### src/rtl/alu_mc.sv
// Multi-cycle ALU with shift-add multiplier and start/busy/done handshake.
// Optional barrel shifter (LSL/LSR/ASR) enabled by defining ALU_MC_SHIFT_EN.
module alu_mc #(
    parameter  int WIDTH = 32,
    localparam int CNTW  = $clog2(WIDTH) + 1
) (
    input  logic             clk,
    input  logic             reset,
    input  logic             start,
    input  logic [WIDTH-1:0] SrcA,
    input  logic [WIDTH-1:0] SrcB,
    input  logic [3:0]       ALUControl,
    output logic [WIDTH-1:0] Result,
    output logic [3:0]       ALUFlags,
    output logic             busy,
    output logic             done
);

    localparam logic [3:0] OP_ADD = 4'b0000;
    localparam logic [3:0] OP_SUB = 4'b0001;
    localparam logic [3:0] OP_AND = 4'b0010;
    localparam logic [3:0] OP_OR  = 4'b0011;
    localparam logic [3:0] OP_XOR = 4'b0100;
    localparam logic [3:0] OP_MUL = 4'b0101;
`ifdef ALU_MC_SHIFT_EN
    localparam logic [3:0] OP_LSL = 4'b0110;
    localparam logic [3:0] OP_LSR = 4'b0111;
    localparam logic [3:0] OP_ASR = 4'b1000;
`endif

    localparam logic [CNTW-1:0] LAST = CNTW'(WIDTH - 1);

    typedef enum logic {
        IDLE,
        EXEC
    } state_t;

    state_t            state_q, state_d;
    logic [3:0]        op_q, op_d;
    logic [WIDTH-1:0]  a_q, a_d;
    logic [WIDTH-1:0]  b_q, b_d;
    logic [WIDTH-1:0]  acc_q, acc_d;
    logic [CNTW-1:0]   cnt_q, cnt_d;
    logic [WIDTH-1:0]  result_q, result_d;
    logic [3:0]        flags_q, flags_d;
    logic              done_q, done_d;

    logic              sub;
    logic [WIDTH-1:0]  bx;
    logic [WIDTH:0]    sum;
    logic [WIDTH-1:0]  res_c;
    logic              c_c;
    logic              v_c;
    logic [WIDTH-1:0]  acc_next;

`ifdef ALU_MC_SHIFT_EN
    logic [CNTW-2:0]     amt;
    logic [WIDTH:0]      lsl_t;
    logic [WIDTH:0]      lsr_t;
    logic signed [WIDTH:0] asr_t;
`endif

    // Single-cycle datapath, evaluated from the captured operands.
    always_comb begin
        res_c = '0;
        c_c   = 1'b0;
        v_c   = 1'b0;
        sub   = (op_q == OP_SUB);
        bx    = sub ? ~b_q : b_q;
        sum   = {1'b0, a_q} + {1'b0, bx} + {{WIDTH{1'b0}}, sub};
`ifdef ALU_MC_SHIFT_EN
        amt   = b_q[CNTW-2:0];
        lsl_t = {1'b0, a_q} << amt;
        lsr_t = {a_q, 1'b0} >> amt;
        asr_t = $signed({a_q, 1'b0}) >>> amt;
`endif
        case (op_q)
            OP_ADD, OP_SUB: begin
                res_c = sum[WIDTH-1:0];
                c_c   = sum[WIDTH];
                v_c   = ~(a_q[WIDTH-1] ^ b_q[WIDTH-1] ^ sub)
                      & (a_q[WIDTH-1] ^ sum[WIDTH-1]);
            end
            OP_AND: res_c = a_q & b_q;
            OP_OR:  res_c = a_q | b_q;
            OP_XOR: res_c = a_q ^ b_q;
`ifdef ALU_MC_SHIFT_EN
            OP_LSL: begin
                res_c = lsl_t[WIDTH-1:0];
                c_c   = lsl_t[WIDTH];
            end
            OP_LSR: begin
                res_c = lsr_t[WIDTH:1];
                c_c   = lsr_t[0];
            end
            OP_ASR: begin
                res_c = asr_t[WIDTH:1];
                c_c   = asr_t[0];
            end
`endif
            default: res_c = '0;
        endcase
    end

    assign acc_next = acc_q + (b_q[0] ? a_q : '0);

    always_comb begin
        state_d  = state_q;
        op_d     = op_q;
        a_d      = a_q;
        b_d      = b_q;
        acc_d    = acc_q;
        cnt_d    = cnt_q;
        result_d = result_q;
        flags_d  = flags_q;
        done_d   = 1'b0;
        case (state_q)
            IDLE: begin
                // The done cycle still belongs to the previous op.
                if (start && !done_q) begin
                    op_d    = ALUControl;
                    a_d     = SrcA;
                    b_d     = SrcB;
                    acc_d   = '0;
                    cnt_d   = '0;
                    state_d = EXEC;
                end
            end
            EXEC: begin
                if (op_q == OP_MUL) begin
                    acc_d = acc_next;
                    a_d   = a_q << 1;
                    b_d   = b_q >> 1;
                    cnt_d = cnt_q + CNTW'(1);
                    if (cnt_q == LAST) begin
                        result_d = acc_next;
                        flags_d  = {acc_next[WIDTH-1],
                                    acc_next == '0, 2'b00};
                        done_d   = 1'b1;
                        state_d  = IDLE;
                    end
                end else begin
                    result_d = res_c;
                    flags_d  = {res_c[WIDTH-1], res_c == '0, c_c, v_c};
                    done_d   = 1'b1;
                    state_d  = IDLE;
                end
            end
            default: state_d = IDLE;
        endcase
    end

    always_ff @(posedge clk) begin
        if (reset) begin
            state_q  <= IDLE;
            op_q     <= '0;
            a_q      <= '0;
            b_q      <= '0;
            acc_q    <= '0;
            cnt_q    <= '0;
            result_q <= '0;
            flags_q  <= '0;
            done_q   <= 1'b0;
        end else begin
            state_q  <= state_d;
            op_q     <= op_d;
            a_q      <= a_d;
            b_q      <= b_d;
            acc_q    <= acc_d;
            cnt_q    <= cnt_d;
            result_q <= result_d;
            flags_q  <= flags_d;
            done_q   <= done_d;
        end
    end

    assign Result   = result_q;
    assign ALUFlags = flags_q;
    assign busy     = (state_q == EXEC);
    assign done     = done_q;

endmodule

### config.mk
export PLATFORM = sky130hd
export DESIGN_NAME = alu_mc
export DESIGN_NICKNAME = d
export VERILOG_FILES = /design/src/rtl/alu_mc.sv
export SDC_FILE = /design/constraint.sdc
export NUM_CORES = 1
export LEC_CHECK = 0
export CAP_MARGIN = 20
export CORE_AREA = 2 2 155 157
export DETAILED_ROUTE_END_ITERATION = 10
export DIE_AREA = 0 0 157 159
export GPL_ROUTABILITY_DRIVEN = 0
export PLACE_DENSITY = 0.79
export SLEW_MARGIN = 30
export SYNTH_ARGS = -nofsm -noshare
export SYNTH_HDL_FRONTEND = slang
export SYNTH_SLANG_ARGS = --single-unit
### constraint.sdc
create_clock -name clk -period 4.6 [get_ports clk]
set_clock_uncertainty 0.15 [all_clocks]
set_input_delay 0.92 -clock clk [delete_from_list [all_inputs] [get_ports clk]]
set_output_delay 0.92 -clock clk [all_outputs]
set_load 0.02 [all_outputs]
==> key figures, run 1 <==
Route
  • DR WL/cell: 18.52 um
  • Vias: 11710
  • Avg Vias per Cell: 6.084
  • Drt first pass iters: 6
  • Routed wire length: 35660 um
  • DRT iter0 DRCs: 1332
  • Routed Antenna Nets: 0
  • DRC Markers: 0

Clocking
  • Num CTS Buffers: 17
  • Clk slew on worst S/H paths: 0.07 ns
  • Clock sinks: about 140
  • CTS root buffer: clkbuf_16
  • CTS H-tree depth: 4
  • Hold Buf Count CTS: 0
  • CTS Buffer Depth: 2
  • Skew-Pair Late Insertion Delay: roughly 0.44 ns
  • TritonCTS clock tree: built

Final layout
  • Finished Layout Cells: 1925
  • Antenna diode count: 0
  • Reg area: roughly 2900 sq um
  • Layout Utilization: 60.34%
  • Share of layout cells above drive strength 1: 7.472%
  • Area of the multi-input gates: 8323 sq um
  • Area delta synth->final: 18.96%
  • Commonest non-fill, non-tap cell in the layout: nor2_1
  • Commonest cells after routing, fill and taps aside: nor2_1, dfxtp_1, ha_1
  • Total Nets Final: approximately 1800
  • Filler Cell Count: 2016

Floorplan
  • Initial Utilization: 50.72%
  • Ports: 109
  • Core area: 23190 sq um
  • Row count: 56
  • Die Footprint: 24960 sq um
  • Die height: 159 um
  • Die X: 157 um

Hold path
  • Min-delay worst type: flop to flop

STA
  • Unrepaired setup endpoints after global routing: no
  • Final setup viols: 0
  • Fin crit share: 94.52%
  • Fin. max-slew vios: 0
  • Worst Max-Slew Pin Slew: approximately 0.89 ns
  • Final min period: about 4.3 ns
  • Setup TNS: 0 ns
  • Fin worst setup slack: 0.2519 ns
  • Hold Fails Final Rpt: 0
  • Rel. slew slack: 40.58%
  • Fmax: 230.0 MHz

Critical path
  • Critical path fanouts, max: 14
  • Worst EP required: 4.84 ns
  • WP data arrival: 4.59 ns
  • Critical path class: flop to flop
  • CP Capture Type: flop
  • Critical Path Start Type: flop

Yosys
  • Library cells used by synthesis: 73
  • Synth area leader: dfxtp_1
  • FFs w/ async S/R, synth: 0%
  • Seq cells post-synth: 143
  • Synth warnings: 0
  • Post-synth EDFFs: 0
  • Ranking of synthesized cells by area: dfxtp_1, ha_1, nor2_1, mux2i_1, a211oi_1
  • Ys flop type: dfxtp_1
  • Post-Syn Instances: 1513
  • Syn Area/Cell: 7.775 sq um
  • Post-synthesis sequential area ratio: 24.34%
  • Syn Nets: 1721
  • Syn Std Cell Area: 11760 sq um
  • Top cell type's share of synthesized area: between 20% and 30%

Global route
  • GRT overflow: 0
  • Antenna violations before repair: 0
  • Largest net degree at the start of global routing: between 100 and 150
  • GRT Overall Usage: 27.89%
  • Vias in the first global route: about 11000
  • First-pass GRT wire length: 55920 um

Power and ir drop
  • Leak pwr: ~5.6 nW
  • Peak supply drop: 0.1996 mV
  • Pwr Density: 292.5 nW/um^2

Placement
  • Hpwl dp: 25880 um
  • Inst Count DP: 1891
  • # port buffers: 108
  • Placement Setup Slack: 0.03440 ns

Run status
  • Status: completed

Flow run
  • Max Cap Violations: 0
==> cell usage after synthesis (16+ instances only) <==
cell type / n
xnor2_1: 67
nor2_1: 229
inv_1: 93
a21oi_1: 105
ha_1: 135
mux2i_1: 73
clkbuf_1: 80
nor3_1: 22
nand2_1: 85
nand3_1: 31
xor2_1: 16
o21ai_0: 60
a211oi_1: 94
a31oi_1: 27
a21o_1: 29
dfxtp_1: 143
==> path summary, 6_finish.rpt <==
path,from,end,slack [ns],cells after the start
worst max-delay path,b_q[0]$_SDFFE_PP0P_,ALUFlags[2]$_SDFFE_PP0P_,0.25,15
worst max register to register,b_q[0]$_SDFFE_PP0P_,ALUFlags[2]$_SDFFE_PP0P_,0.25,15
worst min-delay path,Result[4]$_SDFFE_PP0P_,Result[4]$_SDFFE_PP0P_,0.31,2
worst min register to register,Result[4]$_SDFFE_PP0P_,Result[4]$_SDFFE_PP0P_,0.31,2
==> routing by layer <==
layer  vias up  global-route usage [%]  routed length (um)
li1       5594                       -                   -
met1      5420                   39.05               15430
met2       605                   42.54               15540
met3        93                   5.689                3529
met4         0                   9.633                1157
met5         -                       0                   0
==> worst max-delay path, cell delays in order (launching register included) <==
cell and delay (ns):
dfxtp_1 0.46, inv_1 0.19, buf_4 0.23, nor2_1 0.14, ha_1 0.32, a211oi_1 0.35
o211ai_1 0.15, a221o_1 0.33, a221o_1 0.36, a21oi_1 0.20, xor2_1 0.34, nand2_1 0.10
nor4b_1 0.39, nand4_1 0.14, o31ai_1 0.33, a31o_1 0.14
==> report_power, final <==
group | leakage, nW | switching (mW) | internal (mW)
combinational | 4.20 | 0.760 | 0.563
sequential | 1.17 | 0.112 | 1.32
clock | 0.257 | 0.596 | 0.746
total | 5.63 | 1.47 | 2.63
==> area by class of cell <==
class	instances	share of cell area, %
flip-flops and latches	143	20.49
multi-input cells	1179	59.47
inverters	93	2.494
clock buffers	20	3.120
well taps	319	2.852
clock inverters	12	0.7957
repair buffers	159	10.77
==> repair_timing <==
item / CTS / global route
setup endpoints to repair: 0 / 9
buffers inserted: 0 / 1
gates resized for setup: 0 / 21
==> logic make-up (layout without fill, tap and decap cells) <==
logic type | after synthesis | in the layout | share of synthesized area, %
xor+xnor | 83 | 83 | 6.179
flops | 143 | 143 | 24.34
compound gates | 435 | 435 | 25.13
fa+ha+maj | 137 | 137 | 14.70
buf+inv | 191 | 284 | 6.179
simple gates | 451 | 451 | 17.26
mux | 73 | 73 | 6.211
==> metrics by stage <==
step                      area, sq um  power (mW)  hold slack, ns
after CTS                       13860       4.024          0.3165
after global routing            13990       4.256          0.3324
after global placement          13310       2.661          0.2992
after floorplan                 11760       2.241          0.3022
final                           13990       4.093          0.3141
after detailed placement        13310       2.697          0.3086
==> registers in the layout, summed over array words and instances, names as in the netlist <==
name / flops
a_q: 32
done: 1
Result: 32
acc_q: 32
op_q: 4
b_q: 32
cnt_q: 6
busy: 1
ALUFlags: 3
(Power assumes the default switching activity.)
==> inputs of run 2 (changes only) <==
--- a/constraint.sdc
+++ b/constraint.sdc
@@ -4,2 +4,2 @@
 set_output_delay 0.92 -clock clk [all_outputs]
-set_load 0.02 [all_outputs]
+set_load 0.1 [all_outputs]
==> run 2 against run 1 <==
Hold slack worse by 0.0031 ns. Combinational power up 9.8%. Non-clock buffer count down 5. Sequential share of layout area unchanged. Flip-flop and latch count unchanged. Die area unchanged. Clock power up 11%. Setup slack worse by 0.073 ns. Global-route usage up 0.32 points. Critical path type unchanged. Critical endpoint unchanged. Largest cell class unchanged.
==> key figures, run 2 (synthesis results as in run 1) <==
Critical path
  • CP Capture Type: flop (unchanged)
  • Biggest cell delay along the critical path: 0.63 ns (was 0.46 ns)
  • Critical path fanouts, max: 17 (was 14)
  • Slowest-stage cell, CP: or4b_4 (was dfxtp_1)
  • Critical Path Start Type: flop (unchanged)
  • Most used cell, CP: xnor2_1 (was a221o_1)
  • Critical path buffers and inverters: 1 (was 2)
  • Worst reg2reg path endpoint: ALUFlags[2]$_SDFFE_PP0P_ (unchanged)
  • R2r worst-path depth: 15 (unchanged)
  • Critical path class: flop to flop (unchanged)
  • WP data arrival: 4.66 ns (was 4.59 ns)
  • FF-to-FF Start: op_q[1]$_SDFFE_PP0P_ (was b_q[0]$_SDFFE_PP0P_)
  • Worst path cell trace: or4b_4 -> buf_12 -> xnor2_1 -> ha_1 -> a221oi_2 -> nor3_1 -> a211o_1 -> a221o_1 -> a31oi_1 -> xnor2_1 -> a211oi_1 -> nand4_1 -> nor4_2 -> and4_1 -> a31o_1 (was inv_1 -> buf_4 -> nor2_1 -> ha_1 -> a211oi_1 -> o211ai_1 -> a221o_1 -> a221o_1 -> a21oi_1 -> xor2_1 -> nand2_1 -> nor4b_1 -> nand4_1 -> o31ai_1 -> a31o_1)
  • Setup slack, reg-to-reg: 0.18 ns (was 0.25 ns)
  • Worst EP required: 4.84 ns (about the same)
  • CP delay by family, top: compound AO/OA/AOI/OAI gates (unchanged)

Hold path
  • Hold path startpoint: ALUFlags[1]$_SDFFE_PP0P_ (was Result[4]$_SDFFE_PP0P_)
  • Min-delay worst type: flop to flop (unchanged)
  • Hold Path Cell Cnt: 2 (unchanged)
  • Endpoint, Worst Hold: ALUFlags[1]$_SDFFE_PP0P_ (was Result[4]$_SDFFE_PP0P_)

Clocking
  • TritonCTS clock tree: built (unchanged)
  • Skew-Pair Late Insertion Delay: 0.44 ns (about the same)
  • Clk slew on worst S/H paths: 0.06 ns (was 0.07 ns)
  • CTS Buffer Depth: 2 (unchanged)
  • Post-CTS Setup Inserts: 0 (unchanged)
  • CTS H-tree depth: 4 (unchanged)
  • Clock sinks: 143 (unchanged)
  • CTS root buffer: clkbuf_16 (unchanged)
  • Num CTS Buffers: 17 (unchanged)

STA
  • Fin. max-slew vios: 0 (unchanged)
  • Hold_ws: 0.3110 ns (was 0.3141 ns)
  • Unrepaired setup endpoints after global routing: no (unchanged)
  • Hold Fails Final Rpt: 0 (unchanged)
  • Worst Max-Slew Pin Slew: 0.9782 ns (was 0.8913 ns)
  • Final setup viols: 0 (unchanged)
  • Rel. slew slack: 34.58% (was 40.58%)
  • Setup TNS: 0 ns (unchanged)
  • Final min period: 4.421 ns (was 4.348 ns)
  • Fin crit share: 96.12% (was 94.52%)
  • Fmax: 226.2 MHz (was 230.0 MHz)
  • Fin worst setup slack: 0.1787 ns (was 0.2519 ns)

Run status
  • Status: completed (unchanged)

Global route
  • Largest net degree at the start of global routing: 125 (unchanged)
  • Antenna violations before repair: 0 (unchanged)
  • First-pass GRT wire length: 56590 um (was 55920 um)
  • Vias in the first global route: 10880 (was 10810)
  • GRT Overall Usage: 28.22% (was 27.89%)
  • GRT overflow: 0 (unchanged)

Final layout
  • Commonest cells after routing, fill and taps aside: nor2_1, dfxtp_1, ha_1 (unchanged)
  • Antenna diode count: 0 (unchanged)
  • Finished Layout Cells: 1920 (was 1925)
  • Area delta synth->final: 18.96% (unchanged)
  • Share of layout cells above drive strength 1: 6.996% (was 7.472%)
  • Layout Utilization: 60.34% (unchanged)
  • Commonest non-fill, non-tap cell in the layout: nor2_1 (unchanged)
  • Post-route cell area: 13990 sq um (unchanged)
  • Total Nets Final: 1796 (was 1801)

Placement
  • Inst Count DP: 1887 (was 1891)
  • Placed cell area: 13280 sq um (was 13310 sq um)
  • Placement Setup Slack: -0.09462 ns (was 0.03440 ns)
  • Hpwl dp: 25690 um (was 25880 um)
  • # port buffers: 108 (unchanged)

Power and ir drop
  • Sw frac: 37.02% (was 35.85%)
  • Internal: 2.755 mW (was 2.625 mW)
  • Peak supply drop: 0.2355 mV (was 0.1996 mV)
  • Sequential Power Share: 32.8% (was 34.9%)
  • Pwr Density: 312.6 nW/um^2 (was 292.5 nW/um^2)
  • Leak pwr: 5.648 nW (was 5.626 nW)
  • P_sw: 1.619 mW (was 1.468 mW)
  • Clock power frac: 34.1% (was 32.8%)
  • Power Total: 4.374 mW (was 4.093 mW)
  • Combinational power share: 33.1% (was 32.3%)

Route
  • Drt first pass iters: 6 (unchanged)
  • Avg Vias per Cell: 6.148 (was 6.084)
  • DRT iter0 DRCs: 1416 (was 1332)
  • DRC Markers: 0 (unchanged)
  • Routed Antenna Nets: 0 (unchanged)
  • Routed wire length: 35840 um (was 35660 um)
  • Vias: 11810 (was 11710)
  • DR WL/cell: 18.66 um (was 18.52 um)

Floorplan
  • Die X: 157 um (unchanged)
  • Core area: 23190 sq um (unchanged)
  • Row count: 56 (unchanged)
  • Die height: 159 um (unchanged)
  • Ports: 109 (unchanged)
  • Die Footprint: 24960 sq um (unchanged)
  • Initial Utilization: 50.72% (unchanged)

Flow run
  • Max Cap Violations: 0 (unchanged)
## run 2: changes by cell type in the layout (fill, tap and decap cells not counted), sizes merged
cell	change
buf	-5
bufinv	+2
clkinvlp	-1
inv	-1
## run 2: per-layer routing
metal | share of wire [%] | track usage (%)
met5 | 0 | 0
met4 | 3.3 | 10.59
met1 | 43 | 40.05
met2 | 43 | 42.46
met3 | 10 | 5.090
## run 2: worst max-delay path by stage
stage	startpoint	slack (ns)	to	cells past startpoint
3_3_place_gp	op_q[1]$_SDFFE_PP0P_	0.12	ALUFlags[2]$_SDFFE_PP0P_	15
3_5_place_dp	op_q[1]$_SDFFE_PP0P_	-0.09	ALUFlags[2]$_SDFFE_PP0P_	15
2_1_floorplan	op_q[1]$_SDFFE_PP0P_	0.31	ALUFlags[2]$_SDFFE_PP0P_	17
5_1_grt	op_q[1]$_SDFFE_PP0P_	0.01	Result[31]$_SDFFE_PP0P_	15
6_report	op_q[1]$_SDFFE_PP0P_	0.18	ALUFlags[2]$_SDFFE_PP0P_	15
4_1_cts	op_q[1]$_SDFFE_PP0P_	0.005	ALUFlags[2]$_SDFFE_PP0P_	15
## run 2: layout make-up
class                      instances  area, sq um
inverter                          93        349.1
timing repair buffer             154         1466
clock buffer                      20        456.7
fill                            2028         9198
sequential                       143         2868
clock inverter                    12        157.7
tap                              319        399.1
multi-input combinational       1179         8298
## run 2: power groups by stage
stage | sequential (mW) | clock [mW] | combinational, mW
2_1_floorplan | 1.58 | 0 | 0.804
3_3_place_gp | 1.45 | 0 | 1.35
3_5_place_dp | 1.46 | 0 | 1.38
4_1_cts | 1.43 | 1.49 | 1.40
5_1_grt | 1.45 | 1.55 | 1.56
6_report | 1.43 | 1.49 | 1.45
## run 2: what timing repair did
| action | in CTS | in global routing |
|---|---|---|
| hold buffers | 0 | 0 |
| cloned | 0 | 1 |
| pin swaps | 0 | 2 |
| setup endpoints to repair | 1 | 4 |
| resized for setup | 2 | 12 |
## run 2: worst reg2reg max path, delay by kind of cell (launching register included)
kind | cells | cell delay, ns
AO/OA/AOI/OAI | 6 | 1.62
XOR/XNOR | 2 | 0.37
adder cells (fa/ha/maj) | 1 | 0.33
buffers and inverters | 1 | 0.21
flip-flops | 1 | 0.31
AND/OR/NAND/NOR | 5 | 1.37
